<file path="config.mk">
export PLATFORM = sky130hd
export DESIGN_NAME = ip_checksum_update_multi
export DESIGN_NICKNAME = d
export VERILOG_FILES = /design/src/rtl/ip_checksum_pkg.sv /design/src/rtl/ip_checksum_fold.sv /design/src/rtl/ip_checksum_update_multi.sv
export SDC_FILE = /design/constraint.sdc
export NUM_CORES = 1
export LEC_CHECK = 0
export CAP_MARGIN = 0
export CORE_MARGIN = 10
export CORE_UTILIZATION = 45
export CTS_CLUSTER_SIZE = 28
export DETAILED_ROUTE_END_ITERATION = 8
export PLACE_DENSITY_LB_ADDON = 0.12
export SLEW_MARGIN = 20
export SYNTH_ARGS = -nofsm -noshare
export SYNTH_HDL_FRONTEND = slang
export SYNTH_HIERARCHICAL = 1
export SYNTH_SLANG_ARGS = --single-unit
</file>
<file path="constraint.sdc">
create_clock -name clk -period 18.1 [get_ports clk]
set_input_delay 2.715 -clock clk [delete_from_list [all_inputs] [get_ports clk]]
set_output_delay 2.715 -clock clk [all_outputs]
set_load 0.01 [all_outputs]
</file>
<file path="src/rtl/ip_checksum_pkg.sv">
// Shared types, constants and the ones-complement adder used by the
// incremental checksum updater and its fold stage.
package ip_checksum_pkg;

   localparam logic [15:0] CSUM_ZERO     = 16'h0000;
   localparam logic [15:0] CSUM_NEG_ZERO = 16'hFFFF;

   typedef enum logic [1:0] {
      IDLE  = 2'd0,
      ACCUM = 2'd1,
      DONE  = 2'd2
   } state_t;

   // 16-bit ones-complement add: bit 16 of the 17-bit sum is folded back in.
   // The second add cannot carry again because s[15:0] <= 0xFFFE whenever s[16]=1.
   function automatic logic [15:0] add1c16(input logic [15:0] a, input logic [15:0] b);
      logic [16:0] s;
      s = {1'b0, a} + {1'b0, b};
      return s[15:0] + {15'd0, s[16]};
   endfunction

endpackage

</file>
<file path="src/rtl/ip_checksum_fold.sv">
// Combinational fold of FPC field substitutions into a running ~checksum:
// each enabled slot contributes ~old then +new, chained through add1c16.
module ip_checksum_fold
   import ip_checksum_pkg::*;
#(
   parameter int FPC = 2
) (
   input  logic [15:0]       acc_in,
   input  logic [16*FPC-1:0] old_fields,
   input  logic [16*FPC-1:0] new_fields,
   input  logic [FPC-1:0]    field_en,
   output logic [15:0]       acc_out
);

   logic [15:0] acc_v;

   // Ripple the accumulator through every slot of this beat in slot order.
   always_comb begin
      acc_v = acc_in;
      for (int i = 0; i < FPC; i++) begin
         if (field_en[i]) begin
            acc_v = add1c16(add1c16(acc_v, ~old_fields[16*i +: 16]), new_fields[16*i +: 16]);
         end
      end
      acc_out = acc_v;
   end

endmodule

</file>
<file path="src/rtl/ip_checksum_update_multi.sv">
// Incremental Internet-checksum updater (HC' = ~(~HC + sum(~m + m'))).
// One request at a time: IDLE accepts, ACCUM folds FIELDS_PER_CYCLE slots per
// clock for BEATS clocks, DONE holds the result until the consumer takes it.
// Handshake rule on both sides: a transfer happens on the rising edge where
// valid and ready are both 1; valid never depends on ready, and while
// resp_valid is 1 resp_csum/resp_tag do not change.
module ip_checksum_update_multi
   import ip_checksum_pkg::*;
#(
   parameter int NUM_FIELDS       = 4,
   parameter int FIELDS_PER_CYCLE = 2,
   parameter int UDP_MODE         = 0,
   parameter int TAG_W            = 8
) (
   input  logic                    clk,
   input  logic                    sreset,
   input  logic                    req_valid,
   output logic                    req_ready,
   input  logic [15:0]             req_csum,
   input  logic [16*NUM_FIELDS-1:0] req_old_fields,
   input  logic [16*NUM_FIELDS-1:0] req_new_fields,
   input  logic [NUM_FIELDS-1:0]   req_field_en,
   input  logic [TAG_W-1:0]        req_tag,
   output logic                    resp_valid,
   input  logic                    resp_ready,
   output logic [15:0]             resp_csum,
   output logic [TAG_W-1:0]        resp_tag
);

   localparam int FPC       = FIELDS_PER_CYCLE;
   localparam int BEATS     = (NUM_FIELDS + FPC - 1) / FPC;
   localparam int BEAT_W    = $clog2(BEATS + 1);
   localparam int PAD_SLOTS = BEATS * FPC;

   generate
      if (FIELDS_PER_CYCLE < 1 || FIELDS_PER_CYCLE > NUM_FIELDS) begin : g_bad_fpc
         $error("FIELDS_PER_CYCLE must be in 1..NUM_FIELDS");
      end
      if (TAG_W < 1) begin : g_bad_tag
         $error("TAG_W must be at least 1");
      end
      if (UDP_MODE != 0 && UDP_MODE != 1) begin : g_bad_udp
         $error("UDP_MODE must be 0 or 1");
      end
   endgenerate

   state_t                    state, state_next;
   logic [BEAT_W-1:0]         beat;
   logic [15:0]               acc, acc_next;
   logic [15:0]               csum_q;
   logic [16*NUM_FIELDS-1:0]  old_q, new_q;
   logic [NUM_FIELDS-1:0]     en_q;
   logic [TAG_W-1:0]          tag_q;
   logic [16*PAD_SLOTS-1:0]   old_pad, new_pad;
   logic [PAD_SLOTS-1:0]      en_pad;
   logic [16*FPC-1:0]         old_sel, new_sel;
   logic [FPC-1:0]            en_sel;
   logic [15:0]               res_raw, res_final;
   logic                      accept, last_beat;

   // State register.
   always_ff @(posedge clk) begin
      if (sreset) state <= IDLE;
      else        state <= state_next;
   end

   // Next state and handshake outputs; reset forces both sides quiet.
   always_comb begin
      state_next = state;
      req_ready  = 1'b0;
      resp_valid = 1'b0;
      case (state)
         IDLE: begin
            req_ready = !sreset;
            if (req_valid) state_next = ACCUM;
         end
         ACCUM: begin
            if (last_beat) state_next = DONE;
         end
         DONE: begin
            resp_valid = !sreset;
            if (resp_ready) state_next = IDLE;
         end
         default: state_next = IDLE;
      endcase
   end

   assign accept    = req_valid && req_ready;
   assign last_beat = (beat == BEAT_W'(BEATS - 1));

   // Pad slot arrays to a whole number of beats; padding slots stay disabled.
   always_comb begin
      old_pad = '0;
      new_pad = '0;
      en_pad  = '0;
      old_pad[16*NUM_FIELDS-1:0] = old_q;
      new_pad[16*NUM_FIELDS-1:0] = new_q;
      en_pad[NUM_FIELDS-1:0]     = en_q;
   end

   // Slot mux: pick the FPC slots belonging to the current beat.
   always_comb begin
      old_sel = old_pad[int'(beat)*16*FPC +: 16*FPC];
      new_sel = new_pad[int'(beat)*16*FPC +: 16*FPC];
      en_sel  = en_pad[int'(beat)*FPC +: FPC];
   end

   ip_checksum_fold #(.FPC(FPC)) u_fold (
      .acc_in     (acc),
      .old_fields (old_sel),
      .new_fields (new_sel),
      .field_en   (en_sel),
      .acc_out    (acc_next)
   );

   // Final complement plus UDP zero-checksum handling.
   always_comb begin
      res_raw   = ~acc_next;
      res_final = res_raw;
      if (UDP_MODE == 1) begin
         if (csum_q == CSUM_ZERO)     res_final = CSUM_ZERO;
         else if (res_raw == CSUM_ZERO) res_final = CSUM_NEG_ZERO;
      end
   end

   // Operand capture, beat accumulation and result registers.
   always_ff @(posedge clk) begin
      if (sreset) begin
         beat      <= '0;
         acc       <= '0;
         csum_q    <= '0;
         old_q     <= '0;
         new_q     <= '0;
         en_q      <= '0;
         tag_q     <= '0;
         resp_csum <= CSUM_ZERO;
         resp_tag  <= '0;
      end else begin
         if (accept) begin
            old_q  <= req_old_fields;
            new_q  <= req_new_fields;
            en_q   <= req_field_en;
            tag_q  <= req_tag;
            csum_q <= req_csum;
            acc    <= ~req_csum;
            beat   <= '0;
         end
         if (state == ACCUM) begin
            acc  <= acc_next;
            beat <= beat + 1'b1;
            if (last_beat) begin
               resp_csum <= res_final;
               resp_tag  <= tag_q;
            end
         end
      end
   end

endmodule

</file>
# --- After elaboration in Yosys (flattened, before gate mapping) ---
# Index checks and enable logic that the tools add are counted.
op_classes:
  add_sub_neg: 9
  n_eq_ne: 6
  n_shift: 3
  mux: 12
  n_bitwise: 4
  n_reduce_logical: 6
op_table:
  columns: ["operator", "n"]
  rows:
  - ["64-bit by 8-bit variable part select with 32-bit output", 2]
  - ["16-bit by 16-bit adder with 17-bit output", 4]
  - ["16-bit by 1-bit adder with 16-bit output", 4]
  - ["16-bit 2-to-1 mux", 4]
  - ["16-bit NOT", 4]
  - ["2-bit 2-to-1 mux", 5]
  - ["2-bit != test, second input constant", 3]
  - ["2-bit case mux with 3 select lines", 1]
  - ["2-bit by 1-bit == test with 1-bit output, second input constant", 2]
  - ["4-bit by 4-bit variable part select with 2-bit output", 1]
  - ["3-bit AND reduction", 1]
  - ["2-bit by 1-bit adder with 2-bit output, second input constant", 1]
  - ["2-bit == test, second input constant", 1]
  - ["2-bit zero test", 1]
  - ["1-bit 2-to-1 mux", 2]
  - ["2-bit AND reduction", 1]
  - ["2-bit nonzero test", 1]
  - ["1-bit logical AND", 1]
  - ["1-bit zero test", 1]
totals:
  regBits: 184
  inputBits: 160
  out_inout_bits: 26
  word_cells: 49

# --- Depth between registers and ports, before layout ---
# Gate-level depths: netlist of the first run.
depth:
  depth_word: 13
  mapped_depth: 71
  mapped_depth_nobuf: 66

# --- Hierarchy ---
# The synthesis of the first run kept the hierarchy.
modules_own_cells:
  columns: ["mod", "n_inst", "cells_each", "area_each_um2", "seq_area_each_um2"]
  rows:
  - ["ip_checksum_update_multi", 1, 940, 7877.6, 3683.5]
  - ["ip_checksum_fold", 1, 660, 4759.6, 0.0]

# --- Worst setup path before layout of the first run ---
# No wires, ideal clock.
synth_path:
  path_kind: "reg-to-reg"
  start: "register beat[0]"
  end: "register acc[14]"
  setup_ns: 0.117
  arrival_time_ns: 12.266
  t_required_ns: 17.983
  slack_ns: 5.716
  stages_incl_launch_ff: 70
  n_path_buf: 4
  synth_period_minus_slack_ns: 12.384
  path_cell_list: "dfxtp_1 -> clkbuf_1 -> buf_2 -> mux2i_1 -> nor2_1 -> inv_1 -> ha_1 -> fa_1 -> a21o_1 -> and4_4 -> o31a_1 -> o2111a_1 -> o31a_1 -> o21a_1 -> o21ai_0 -> nand2b_1 -> ha_1 -> ha_1 -> (+34 left out) -> ha_1 -> clkbuf_1 -> a21o_1 -> a31o_2 -> o2bb2ai_1 -> a211o_1 -> a21o_1 -> a21o_1 -> a21o_1 -> ha_1 -> ha_1 -> and2_1 -> nand4b_1 -> nor3_2 -> and4_1 -> mux2_2 -> o221ai_1 -> a32o_1"
synth_via:
  elab_chain_len: 13
  elab_cells_between_ends: 16
  classes_between: "8 x add/sub; 3 x shift; 3 x mux; 2 x bitwise"
synth_lines:
  columns: ["element", "line_no", "rtl"]
  rows:
  - ["start: declaration", "ip_checksum_update_multi.sv:48", "logic [BEAT_W-1:0] beat;"]
  - ["start signal: assignment", "ip_checksum_update_multi.sv:150", "beat <= beat + 1'b1;"]
  - ["64-bit by 8-bit variable part select with 32-bit output (*)", "ip_checksum_update_multi.sv:103", "old_sel = old_pad[int'(beat)*16*FPC +: 16*FPC];"]
  - ["named net old_sel[0]", "ip_checksum_update_multi.sv:56", "logic [16*FPC-1:0] old_sel, new_sel;"]
  - ["16-bit NOT (*)", "ip_checksum_fold.sv:22", "acc_v = add1c16(add1c16(acc_v, ~old_fields[16*i +: 16]), new_fields[16*i +: 16]);"]
  - ["16-bit by 16-bit adder with 17-bit output (*)", "ip_checksum_pkg.sv:18", "s = {1'b0, a} + {1'b0, b};"]
  - ["16-bit by 1-bit adder with 16-bit output (*)", "ip_checksum_pkg.sv:19", "return s[15:0] + {15'd0, s[16]};"]
  - ["16-bit by 16-bit adder with 17-bit output (*)", "ip_checksum_pkg.sv:18", null]
  - ["16-bit by 1-bit adder with 16-bit output (*)", "ip_checksum_pkg.sv:19", null]
  - ["16-bit 2-to-1 mux (*)", "ip_checksum_fold.sv:21", "if (field_en[i]) begin"]
  - ["16-bit by 16-bit adder with 17-bit output", "ip_checksum_pkg.sv:18", null]
  - ["16-bit by 1-bit adder with 16-bit output", "ip_checksum_pkg.sv:19", null]
  - ["16-bit by 16-bit adder with 17-bit output", "ip_checksum_pkg.sv:18", null]
  - ["16-bit by 1-bit adder with 16-bit output", "ip_checksum_pkg.sv:19", null]
  - ["16-bit 2-to-1 mux (*)", "ip_checksum_fold.sv:21", null]
  - ["named net acc_next[14]", "ip_checksum_update_multi.sv:49", "logic [15:0] acc, acc_next;"]
  - ["16-bit 2-to-1 mux (*)", "ip_checksum_update_multi.sv:148", "if (state == ACCUM) begin"]
  - ["end signal: assignment", "ip_checksum_update_multi.sv:145", "acc <= ~req_csum;"]
  - ["end signal: assignment", "ip_checksum_update_multi.sv:149", "acc <= acc_next;"]
  - ["end: declaration", "ip_checksum_update_multi.sv:49", null]
# Mark *: on every way through the listed nets, which the timed path passes. The rest lies on a longest branch.
# A chain may end at the register's enable or synchronous reset.

# --- Worst setup path in the final report of the first run ---
# Same ends and word-level chain as after synthesis.

==> results.txt, run 1 <==
Resized cells post-CTS -> 0
I/O Pins -> 186
share of cells above drive strength 1 -> 5.81%
DIE AREA -> 35200 um^2
worst hold slack -> 0.443 ns
Hold Buf Count CTS -> 0
DR vias -> 11400
Post-Syn Area -> 12600 um^2
final setup fails -> 0
CTS Buf Count -> 17
Top cell by count, worst path -> ha_1
YS warnings -> 6
CTS H-tree lvls -> 4
IO buf count -> 185
post-DP HPWL -> 28.9 mm
clock root cell -> clkbuf_16
Clock Tree Buf Depth -> 2
Tcrit/Tclk final -> 75.5%
Tmin final -> 13.67 ns
worst path arrival time -> 14.00 ns
gpl congestion -> 0.935
pin count of the biggest net entering global routing -> 124
worst path required time -> 18.43 ns
cell count after placement -> 2083
HP Start -> tag_q[2]
Crit-path slowest cell -> dfxtp_4
Slew HR -> 31.8%
syn nets -> 1837
Initial Util -> 45.5%
predominant post-synthesis flop cell -> dfxtp_1
CP delay by family, top -> compound AO/OA/AOI/OAI gates
leak pwr -> 5.83 nW
grt ovf -> 0
Max Clock Skew -> 0.0226 ns
number of buffer and inverter stages on the critical path -> 2
vias in the first global route -> 11100
Mapped Cells -> 1600
crit-path max FO -> 25
row cnt -> 61
via/cell ratio -> 5.37
CTS tree -> built
initial antenna violation count -> 2
CP endpoint kind -> flop
clk slew on worst S/H paths -> 0.08 ns
worst slew pin tran -> 1.02 ns
Netlist cell types -> 84
reg2reg path depth -> 65
non-filler cells, final -> 2117
status -> finished clean
hold path endpoint -> resp_tag[2]
post-detailed-route count of antenna-violating nets -> 0
drt pass-1 iters -> 5
Mapped Avg Cell Area -> 7.90 um^2
RSZ-0062 raised after global routing -> no
most frequent cells in the layout -> 217 x nand2_1, 184 x clkdlybuf4s50_1, 182 x dfxtp_1
core area -> 27800 um^2
Post-synth EDFFs -> 0
Final Hold Vio Count -> 0
Die W -> 188 um
Slew Limit Fails -> 0
DRT iter0 DRCs -> 748
Fillers -> 2700
Avg WL per Cell -> 17.9 um
MaxCap Viol Count -> 0
f_max -> 73.1 MHz
Die Span Y -> 188 um
min-delay worst type -> reg2reg
Routed WL -> 37.9 mm
post-CTS setup buffers -> 0
synthesis-stage register bit count -> 184
internal reg-to-reg setup slack -> 4.43 ns
Seq/Total Area, Yosys -> 29.1%
Worst-Skew Late Latency -> 0.45 ns
Crit Path Class -> reg2reg
Area Growth Syn to Fin -> 20.1%
Total GRT Usage -> 20.7%
R2R Path End -> acc[14]
Final nets -> 1961
crit path launch type -> flop
R2R Path Start -> beat[0]
setup TNS -> 0 ns
Power Density -> 203 nW/um^2
fraction of registers with async set/reset -> 0%
commonest non-fill, non-tap cell in the layout -> nand2_1
DRC viols -> 0
global-route wire length before repair -> 59.6 mm
Num Clock Sinks -> 184
hold path cells -> 2
critical path's largest stage delay -> 0.63 ns
peak supply drop -> 0.129 mV
==> cells in the mapped netlist, types with 6 or more instances <==
cell type  number  area share, %
nand2_1       217            6.4
dfxtp_1       184             29
nand2b_1      151            7.5
nor2_1        144            4.3
o21ai_0       129            5.1
ha_1           73            7.2
mux2i_1        71            5.6
a21oi_1        61            2.4
xnor2_1        61            4.2
inv_1          57            1.7
clkbuf_1       51            1.5
o21ai_1        36            1.4
xor2_1         34            2.4
a211oi_1       25            1.5
nor3_1         25           0.99
nand3_1        24           0.95
or2_2          20           0.99
a21o_1         19            1.1
buf_2          17           0.67
a32o_1         16            1.3
nor2b_1        13           0.64
mux2_2         12            1.1
buf_6          11           0.98
and3_1         10           0.50
o21a_1          9           0.53
a31oi_1         7           0.35
o21bai_1        6           0.36
o31ai_1         6           0.36
==> logic make-up after synthesis <==
family                     Yosys count  share of synthesized area, %
xor gates and xnor gates            96                          6.76
muxes                               83                          6.69
adders and majority gates           77                          7.86
DFF                                184                          29.1
AOI/OAI and AO/OA                  368                          18.8
and+or+nand+nor                    645                          25.1
buffers and inverters              147                          5.54
==> metrics by stage <==
| step | util, % | worst slack [ns] | power, W | cell area (um^2) |
|---|---|---|---|---|
| 2_1_floorplan | - | 5.72 | 0.00212 | 12600 |
| 3_3_place_gp | 52.4 | 5.00 | 0.00264 | 14600 |
| 3_5_place_dp | 52.4 | 4.65 | 0.00265 | 14600 |
| 4_1_cts | 54.6 | 4.57 | 0.00307 | 15200 |
| 5_1_grt | 54.7 | 3.52 | 0.00330 | 15200 |
| 6_report | 54.7 | 4.43 | 0.00308 | 15200 |
==> flip-flops by register name (all words and copies together), names as in the netlist, 4 cells and up <==
register,count
resp_csum,16
tag_q,8
acc,16
new_pad,64
resp_tag,8
old_pad,64
en_pad,4
==> where the power goes <==
group / switching, W / internal (W)
sequential: 0.0000360 / 0.000447
combinational: 0.00133 / 0.000875
clock: 0.000196 / 0.000201
total: 0.00156 / 0.00152
==> per-layer routing <==
metal	vias to the layer above	wire length (um)	track usage [%]
li1	5757	-	-
met1	5321	16900	25.8
met2	243	18400	35.7
met3	51	1490	2.80
met4	0	1120	7.63
met5	-	0	0
==> worst max-delay path by stage <==
stage / start / endpoint / depth (start not counted)
after floorplan: beat[0] / acc[14] / 69
after global placement: beat[0] / acc[14] / 65
after detailed placement: beat[0] / acc[14] / 65
after CTS: beat[0] / acc[14] / 65
after global routing: beat[0] / acc[12] / 66
final: beat[0] / acc[14] / 65
==> area by class of cell <==
class / count / area [um^2] / share of cell area, %
Antenna cell: 2 / 5.00 / 0.0330
Multi-Input combinational cell: 1269 / 8260 / 54.4
Clock buffer: 17 / 425 / 2.80
Sequential cell: 184 / 3690 / 24.3
Tap cell: 378 / 473 / 3.11
Inverter: 57 / 214 / 1.41
Timing Repair Buffer: 195 / 1920 / 12.7
Clock inverter: 15 / 198 / 1.30
==> worst register-to-register path: cells and delay by family (launching register included) <==
kind	cells	cell delay (ns)
xor gates and xnor gates	2	0.29
adders and majority gates	12	3.16
DFF	1	0.63
AOI/OAI and AO/OA	29	6.19
buffers and inverters	2	0.14
and+or+nand+nor	18	2.77
muxes	2	0.38
Note: power is estimated with default switching activity, not from simulation.
==> run 2: changes to the inputs <==
==> constraint.sdc (replaced) <==
create_clock -name clk -period 14.02 [get_ports clk]
set_input_delay 2.103 -clock clk [delete_from_list [all_inputs] [get_ports clk]]
set_output_delay 2.103 -clock clk [all_outputs]
set_load 0.01 [all_outputs]
==> results.txt, run 2 (synthesized netlist as in run 1, its figures left out) <==
Psw -> 0.00206 W
Inserted Diodes -> 0
gpl congestion -> 0.976
DP Area -> 14600 um^2
via/cell ratio -> 5.40
initial antenna violation count -> 0
f_max -> 76.2 MHz
Fillers -> 2759
non-filler cells, final -> 2119
clk slew on worst S/H paths -> 0.08 ns
I/O Pins -> 186
DRC viols -> 0
Final nets -> 1965
clock root cell -> clkbuf_16
Setup WS post-layout -> 0.903 ns
min-delay worst type -> reg2reg
worst path required time -> 14.37 ns
combinational group share of total power -> 72.6%
power share of the clock group -> 12.1%
cell internal pwr -> 0.00197 W
Worst-Skew Late Latency -> 0.45 ns
Tcrit/Tclk final -> 93.6%
leak pwr -> 5.82 nW
Avg WL per Cell -> 18.5 um
Die Span Y -> 188 um
most frequent cells in the layout -> 217 x nand2_1, 184 x clkdlybuf4s50_1, 181 x dfxtp_1
Slew Limit Fails -> 0
DIE AREA -> 35200 um^2
critical path's largest stage delay -> 0.45 ns
cell count after placement -> 2085
grt ovf -> 0
peak supply drop -> 0.164 mV
CP endpoint kind -> flop
DR vias -> 11400
drt pass-1 iters -> 5
CTS Buf Count -> 17
Routed WL -> 39.1 mm
post-detailed-route count of antenna-violating nets -> 0
final setup fails -> 0
fin area -> 15200 um^2
Crit-path slowest cell -> nor4b_4
vias in the first global route -> 11200
Slew HR -> 31.0%
CTS tree -> built
Clock Tree Buf Depth -> 2
worst path arrival time -> 13.46 ns
global-route wire length before repair -> 61.2 mm
CTS H-tree lvls -> 4
Die W -> 188 um
row cnt -> 61
Setup WS pre-CTS -> 0.593 ns
commonest non-fill, non-tap cell in the layout -> nand2_1
crit-path max FO -> 19
Num Clock Sinks -> 184
Hold Buf Count CTS -> 0
worst slew pin tran -> 1.04 ns
pin count of the biggest net entering global routing -> 121
Final Hold Vio Count -> 0
IO buf count -> 185
crit path launch type -> flop
internal reg-to-reg setup slack -> 0.90 ns
post-DP HPWL -> 29.8 mm
Switching Share -> 51.2%
Total GRT Usage -> 21.5%
status -> finished clean
Tmin final -> 13.12 ns
Power Density -> 265 nW/um^2
Max Clock Skew -> 0.0141 ns
sequential share of power -> 15.4%
share of cells above drive strength 1 -> 6.43%
Top cell by count, worst path -> ha_1
core area -> 27800 um^2
DRT iter0 DRCs -> 866
Crit Path Class -> reg2reg
Area Growth Syn to Fin -> 20.2%
MaxCap Viol Count -> 0
Initial Util -> 45.5%
run 2: cell types whose count changed in the layout (fill, tap and decap cells not counted), sizes merged:
cell / previous run / this run
clkinvlp: 0 / 3
buf: 11 / 15
diode: 2 / 0
clkbuf: 17 / 19
clkinv: 7 / 2
run 2: metrics by stage:
stage / TNS [ns] / hold WS, ns / util, % / total power, W
after detailed placement: 0 / 0.447 / 52.4 / 0.00346
after CTS: 0 / 0.460 / 54.5 / 0.00397
final: 0 / 0.454 / 54.7 / 0.00403
after floorplan: 0 / 0.432 / - / 0.00274
after global placement: 0 / 0.438 / 52.4 / 0.00347
after global routing: -0.0128 / 0.474 / 54.7 / 0.00431
run 2: repair_timing:
item                                    CTS  global route
endpoints found under the setup margin    0            24
buffers inserted                          0             2
endpoints found under the hold margin     0             0
resized for setup                         0            10
run 2: final cells by class:
cell class                 count  area [um^2]  share of cell area, %
clock buffer                  19          433                   2.85
clock inverter                13          135                  0.890
inverter                      57          214                   1.41
multi-input combinational   1269         8290                   54.6
sequential                   184         3690                   24.3
tap                          378          473                   3.11
timing repair buffer         199         1950                   12.9
run 2: power groups by stage:
stage	logic [W]	clock network, W	registers, W
detailed placement	0.00283	0	0.000633
global placement	0.00284	0	0.000632
CTS	0.00285	0.000498	0.000621
floorplan	0.00213	0	0.000613
global route	0.00317	0.000518	0.000625
finish	0.00292	0.000487	0.000619
run 2: final timing paths:
| path | to | startpoint | depth (start not counted) |
|---|---|---|---|
| max | acc[12] | beat[1] | 65 |
| min | resp_tag[6] | tag_q[6] | 2 |
| max reg2reg | acc[12] | beat[1] | 65 |
| min reg2reg | resp_tag[6] | tag_q[6] | 2 |
run 2: layer usage:
layer | wire length (um) | vias up | share of wire [%] | global-route usage, %
li1 | - | 5759 | - | -
met1 | 17400 | 5430 | 45 | 26.8
met2 | 19500 | 217 | 50 | 37.6
met3 | 1420 | 40 | 3.6 | 3.02
met4 | 775 | 0 | 2.0 | 6.15
met5 | 0 | - | 0 | 0
run 2: worst max-delay path: cells and delay by family (launching register included):
| family | cells | cell delay, ns |
|---|---|---|
| buf+inv | 3 | 0.39 |
| compound gates | 28 | 5.65 |
| flops | 1 | 0.42 |
| simple gates | 19 | 2.76 |
| mux | 1 | 0.30 |
| fa+ha+maj | 11 | 3.02 |
| xor+xnor | 3 | 0.48 |
